<file path="src/rtl/jt51_dac_pkg.sv">
// Field layout of the YM3012-format serial channel word shared by the
// JT51 DAC receiver and its decoder.
package jt51_dac_pkg;

  localparam int PAD_BITS  = 3;
  localparam int MAN_BITS  = 10;
  localparam int EXP_BITS  = 3;
  localparam int WORD_BITS = PAD_BITS + MAN_BITS + EXP_BITS;

  // LSB positions of each field inside the receive shift register.
  localparam int PAD_LSB = 0;
  localparam int MAN_LSB = PAD_LSB + PAD_BITS;
  localparam int EXP_LSB = MAN_LSB + MAN_BITS;

endpackage

</file>
<file path="src/rtl/jt51_exp2lin.sv">
// Floating-point to linear converter: 10-bit signed mantissa plus 3-bit
// exponent back to a signed 16-bit sample. exp=0 means silence, exp=n
// scales the sign-extended mantissa by 2^(n-1). The largest case
// (exp=7) still fits 16 bits, so no saturation is required.
module jt51_exp2lin
  import jt51_dac_pkg::*;
(
  input  logic [MAN_BITS-1:0] man,
  input  logic [EXP_BITS-1:0] exp,
  output logic [15:0]         lin
);

  logic [15:0] man_ext;

  assign man_ext = {{(16-MAN_BITS){man[MAN_BITS-1]}}, man};

  // Shift the sign-extended mantissa into place; zero exponent is silence.
  always_comb begin
    lin = '0;
    if (exp != '0) begin
      lin = man_ext << (exp - 3'd1);
    end
  end

endmodule

</file>
<file path="src/rtl/jt51_dac_rx.sv">
// YM3012-format serial DAC receiver. Shifts `so` in LSB first on every
// `cen`, and on a falling edge of sh1 (left) or sh2 (right) latches the
// decoded 16 bits received before that cycle into the matching output.
// `sample` pulses for one clk whenever `right` updates.
//
// Optional feature macro: JT51_DAC_RX_ERRCHK_EN
//   When defined, a word closed while synced with a length other than
//   WORD_BITS, or a simultaneous sh1/sh2 fall, pulses `frame_err` and the
//   affected output keeps its old value. When undefined, every word is
//   latched and `frame_err` is tied low.
//
// Handshake: there is no ready path. A bit is consumed on every clk
// edge with cen=1; strobes are edge-detected against their value
// registered on the previous cen cycle; outputs change only on cen edges.
module jt51_dac_rx
  import jt51_dac_pkg::*;
#(
  parameter int WORD_BITS = 16
) (
  input  logic        clk,
  input  logic        rst_n,
  input  logic        cen,
  input  logic        so,
  input  logic        sh1,
  input  logic        sh2,
  output logic [15:0] left,
  output logic [15:0] right,
  output logic        sample,
  output logic        frame_err
);

  logic [WORD_BITS-1:0] sr;
  logic                 sh1_q;
  logic                 sh2_q;
  logic                 fall1;
  logic                 fall2;
  logic                 take1;
  logic                 take2;
  logic [15:0]          dec_l;
  logic [15:0]          dec_r;
  logic                 unused_pad;

  assign fall1 = cen & sh1_q & ~sh1;
  assign fall2 = cen & sh2_q & ~sh2;

  // Pad slots carry no information.
  assign unused_pad = ^sr[PAD_LSB +: PAD_BITS];

  // Both channels decode the same pre-shift word; only the latch differs.
  jt51_exp2lin u_dec_l (
    .man (sr[MAN_LSB +: MAN_BITS]),
    .exp (sr[EXP_LSB +: EXP_BITS]),
    .lin (dec_l)
  );

  jt51_exp2lin u_dec_r (
    .man (sr[MAN_LSB +: MAN_BITS]),
    .exp (sr[EXP_LSB +: EXP_BITS]),
    .lin (dec_r)
  );

`ifdef JT51_DAC_RX_ERRCHK_EN
  logic [4:0] bcnt;
  logic       synced;
  logic       bad1;
  logic       bad2;

  // Reject short/long words once synced, and any simultaneous strobe fall.
  always_comb begin
    bad1  = 1'b0;
    bad2  = 1'b0;
    take1 = fall1;
    take2 = fall2;
    if (fall1 && fall2) begin
      bad1 = 1'b1;
      bad2 = 1'b1;
    end else begin
      bad1 = fall1 & synced & (bcnt != 5'(WORD_BITS));
      bad2 = fall2 & synced & (bcnt != 5'(WORD_BITS));
    end
    take1 = fall1 & ~bad1;
    take2 = fall2 & ~bad2;
  end

  // Word-length counter, sync flag and error pulse.
  always_ff @(posedge clk) begin
    if (!rst_n) begin
      bcnt      <= '0;
      synced    <= 1'b0;
      frame_err <= 1'b0;
    end else begin
      frame_err <= 1'b0;
      if (cen) begin
        if (fall1 || fall2) begin
          bcnt      <= 5'd1;
          synced    <= 1'b1;
          frame_err <= bad1 | bad2;
        end else if (bcnt != 5'd31) begin
          bcnt <= bcnt + 5'd1;
        end
      end
    end
  end
`else
  // Every closed word is accepted.
  always_comb begin
    take1 = fall1;
    take2 = fall2;
  end

  assign frame_err = 1'b0;
`endif

  // Shift register, strobe history, output latches and sample pulse.
  always_ff @(posedge clk) begin
    if (!rst_n) begin
      sr     <= '0;
      sh1_q  <= 1'b0;
      sh2_q  <= 1'b0;
      left   <= '0;
      right  <= '0;
      sample <= 1'b0;
    end else begin
      sample <= 1'b0;
      if (cen) begin
        sr    <= {so, sr[WORD_BITS-1:1]};
        sh1_q <= sh1;
        sh2_q <= sh2;
        if (take1) begin
          left <= dec_l;
        end
        if (take2) begin
          right  <= dec_r;
          sample <= 1'b1;
        end
      end
    end
  end

endmodule

</file>
<file path="config.mk">
export PLATFORM = sky130hd
export DESIGN_NAME = jt51_dac_rx
export DESIGN_NICKNAME = d
export VERILOG_FILES = /design/src/rtl/jt51_dac_pkg.sv /design/src/rtl/jt51_exp2lin.sv /design/src/rtl/jt51_dac_rx.sv
export SDC_FILE = /design/constraint.sdc
export NUM_CORES = 1
export LEC_CHECK = 0
export ABC_AREA = 1
export CAP_MARGIN = 10
export CORE_MARGIN = 1.5
export CORE_UTILIZATION = 52
export DETAILED_ROUTE_END_ITERATION = 16
export PLACE_DENSITY_LB_ADDON = 0.1
export SYNTH_ARGS = -nofsm -noshare
export SYNTH_HDL_FRONTEND = slang
export SYNTH_SLANG_ARGS = --single-unit
</file>
<file path="constraint.sdc">
create_clock -name clk -period 2.1 [get_ports clk]
set_clock_uncertainty 0.15 [all_clocks]
set_input_delay 0.525 -clock clk [delete_from_list [all_inputs] [get_ports clk]]
set_output_delay 0.525 -clock clk [all_outputs]
set_load 0.02 [all_outputs]
</file>
# Yosys cells after proc, flatten, opt, wreduce, memory -nomap -nowiden
# Index checks and enable logic that the tools add are counted.
[word_totals] regBits=51 out_inout_bits=34
[op_classes] shifts=1 add_sub_neg=1 muxes=2 bitwise=6 reduce_logical=4
[op_table] op="16-bit two-way mux" n=1
[op_table] op="16-bit by 3-bit << shifter with 16-bit output" n=1
[op_table] op="2-bit AND reduction" n=3
[op_table] op="1-bit AND" n=4
[op_table] op="3-bit nonzero test" n=1
[op_table] op="3-bit by 1-bit subtractor with 3-bit output (second input constant)" n=1
[op_table] op="1-bit NOT" n=2
[op_table] op="1-bit two-way mux" n=1

# Depth between registers and ports, before layout
[depth] ltp_word=3 depth_mapped=12

# Hierarchy
# A second synthesis with hierarchy kept.
[unflattened] hier_cells=510 area_unflattened_um2=2922.8
[modules_own_cells] mod="jt51_dac_rx" cells_per_inst=274 area_per_inst_um2=1884.3 n_inst=1
[modules_own_cells] mod="jt51_exp2lin" cells_per_inst=118 area_per_inst_um2=519.2 n_inst=2

# Least setup slack after synthesis
# OpenSTA, ideal clock, no wires.
[synth_timing] path_kind="register -> register" from="reg sr[13]" to="reg left[7]" arrival_time_ns=1.484 t_required_ns=1.841 slack_ns=0.357 path_stages_with_launch=13 n_path_buf=3 path_cell_list="dfxtp_1 -> inv_1 -> buf_4 -> ha_1 -> buf_4 -> inv_2 -> buf_4 -> nand3_1 -> nand2_1 -> nand2_1 -> nand3_1 -> nand2_1 -> inv_1"
[synth_via] elab_chain_len=3
[synth_rtl] item="start: declaration" line_no="jt51_dac_rx.sv:32" text="logic [WORD_BITS-1:0] sr;"
[synth_rtl] item="start signal: assignment" line_no="jt51_dac_rx.sv:126" text="sr <= {so, sr[WORD_BITS-1:1]};"
[synth_rtl] item="3-bit by 1-bit subtractor with 3-bit output" line_no="jt51_exp2lin.sv:21" text="lin = man_ext << (exp - 3'd1);"
[synth_rtl] item="16-bit by 3-bit << shifter with 16-bit output" line_no="jt51_exp2lin.sv:21"
[synth_rtl] item="16-bit two-way mux (*)" line_no="jt51_exp2lin.sv:20" text="if (exp != '0) begin"
[synth_rtl] item="end signal: assignment" line_no="jt51_dac_rx.sv:130" text="left <= dec_l;"
[synth_rtl] item="end: declaration" line_no="jt51_dac_rx.sv:26" text="output logic [15:0] left,"
# Mark *: on every way between the ends. The rest lies on a longest branch, timed or not.
# A chain may end at the register's enable or synchronous reset.

# Worst setup path in the final report
[layout_timing] from="reg right[0]" to="out right[0]"
[layout_rtl] item="start: declaration" line_no="jt51_dac_rx.sv:27" text="output logic [15:0] right,"
[layout_rtl] item="start signal: assignment" line_no="jt51_dac_rx.sv:133" text="right <= dec_r;"
# No word-level cell between the ends.

==> impl_metrics.ini <==
[sta]
setup_viol = 0
rsz0062_at_grt = no
fmax_mhz = 515
slew_violations = 0
hold_ws_ns = 0.350
period_needed_ns = 1.94
hold_viol_final = 0
finalSetupTns_ns = 0
period_share = 0.925

[clock_network]
clk_pin_slew_ns = 0.08
clock-sinks = 48
holdBufCountCts = 0
post_cts.repair.setup_buffers = 0
clk_latency_ns = 0.29
postCtsResizedCells = 0
clk_path_buf_depth = 2
cts_tree = done
cts_root_buf = clkbuf_8
tritoncts.num_buffers = 5
cts_max_level = 2

[pwr]
p_leak_uw = 0.00127
power_density_mw_per_mm2 = 668
power_uw = 1830
ir_drop_mv = 0.355

[detailed_routing]
wire_per_inst_um = 11.4
via_count = 2160
drt-vias-per-instance = 5.07
dr.pass1.iters = 4
route.detailed.drc = 0
antenna_left = 0
wl_mm = 4.86
drtIter0Drc = 172

[worst_setup_path]
max_stage_delay_ns = 0.61
endpoint_kind = output pin
crit_family = buffers and inverters
path_class = reg2out
path_cells = clkdlybuf4s50_1
start_kind = flip-flop
r2r.worst_path.cells = 9
worst_ep_required_time_ns = 1.42
r2r-end = left[15]
cpMaxStageDelayCell = clkdlybuf4s50_1
crit_fanout = 2
r2r_start = sr[13]
reg2reg_slack_ns = 0.27
path_buf_inv = 1
worstPathArrival_ns = 1.27

[grt]
antenna_found_initial = 0
grt_pass1_wl_mm = 8.68
grt_start_max_net_pins = 33
grt_pass1_vias = 1931
grt.overflow.total = 0
track_usage = 0.221

[yosys]
yosysSeqAreaShare = 0.421
syn_area_mm2 = 0.00228
synth_top_flop_cell = dfxtp_1
synth.distinct_cells = 23
synth_area_per_cell_um2 = 6.65
ys_ff_latch = 48
ys_async_sr_fraction = 0
synth-warning-count = 0
synth-edff-count = 0
syn_inst = 343
syn_nets = 351

[cells_and_area]
finalCoreUtilization = 0.666
area_growth_pct = 20.2
n_antenna_cell = 0
layout_commonest_cell = nand2_1
drive_gt1_frac = 0.0665
final_cell_mix = 82 x nand2_1, 54 x nor2_1, 48 x dfxtp_1, 42 x nand3_1
instances_no_fill = 426
nets = 384

[hold_path]
min_from = sr[4]
hold_path.class = reg2reg
hold_depth = 2
min_to = sr[3]

[floorplanning]
die_h_um = 69.2
initial_core_util = 0.554
num_io_pins = 40
chipWidth_um = 69.2
rows = 23
fp.dieArea_mm2 = 0.00479
core_area_mm2 = 0.00412

[flow_run]
maxCapViolations = 0

[placement]
gp_congestion = 0.886
place_hpwl_mm = 3.52
dp.cells = 419
io_buffers = 38

[run_status]
status = completed
-- area by class of cell --
| cell class | instances | area, µm² |
|---|---|---|
| clock buffer | 6 | 72.6 |
| fill | 398 | 1370 |
| timing repair buffer | 46 | 453 |
| inverter | 43 | 164 |
| clock inverter | 1 | 5.00 |
| sequential | 48 | 961 |
| tap | 50 | 62.6 |
| multi-input combinational | 232 | 1020 |
-- how the worst max path moves through the flow --
stage	startpoint	to	slack, ns	depth (start not counted)
after floorplan	sr[13]	left[7]	0.36	12
after global placement	cen	right[8]	0.02	8
after detailed placement	cen	right[8]	-0.01	8
after CTS	right[4]	right[4]	0.16	1
after global routing	sr[13]	left[15]	0.09	9
final	right[0]	right[0]	0.16	1
-- cells in the mapped netlist, types with 2 or more instances --
cell | n | share of area
nand2_1 | 82 | 0.13
nor2_1 | 54 | 0.089
dfxtp_1 | 48 | 0.42
nand3_1 | 42 | 0.092
inv_1 | 38 | 0.063
a21oi_1 | 21 | 0.046
o21ai_0 | 17 | 0.037
buf_4 | 10 | 0.033
clkbuf_1 | 5 | 0.0082
o21ai_1 | 5 | 0.011
buf_2 | 3 | 0.0066
inv_2 | 3 | 0.0049
buf_6 | 2 | 0.0099
ha_1 | 2 | 0.011
nand2_2 | 2 | 0.0055
nor2_2 | 2 | 0.0055
-- power by group --
group          internal [µW]  total, µW  leakage (µW)  switching [µW]
Combinational            129        349      0.000841             220
Sequential               951        973      0.000392            21.8
Clock                    227        510     0.0000410             283
-- cells by family after synthesis --
logic type / synth area share
AO/OA/AOI/OAI: 0.0982
adder cells (fa/ha/maj): 0.0110
buffers and inverters: 0.129
flip-flops: 0.421
other: 0.00164
AND/OR/NAND/NOR: 0.338
-- routing by layer --
| metal | vias up | share of wire | GRT usage |
|---|---|---|---|
| met5 | - | 0 | 0 |
| met4 | 0 | 0.017 | 0.0719 |
| li1 | 1127 | - | - |
| met2 | 55 | 0.46 | 0.355 |
| met3 | 9 | 0.038 | 0.0407 |
| met1 | 969 | 0.49 | 0.302 |
-- flip-flops by register name, indices dropped and copies added (netlist names) --
register / cells
left: 16
sample: 1
sr: 13
sh2_q: 1
right: 16
sh1_q: 1
-- metrics by stage --
step / area, µm² / setup WS [ns]
after floorplan: 2280 / 0.357
after global placement: 2670 / 0.0176
after detailed placement: 2670 / -0.0127
after CTS: 2740 / 0.158
after global routing: 2740 / 0.0870
final: 2740 / 0.158
Note: power is estimated with default switching activity, not from simulation.
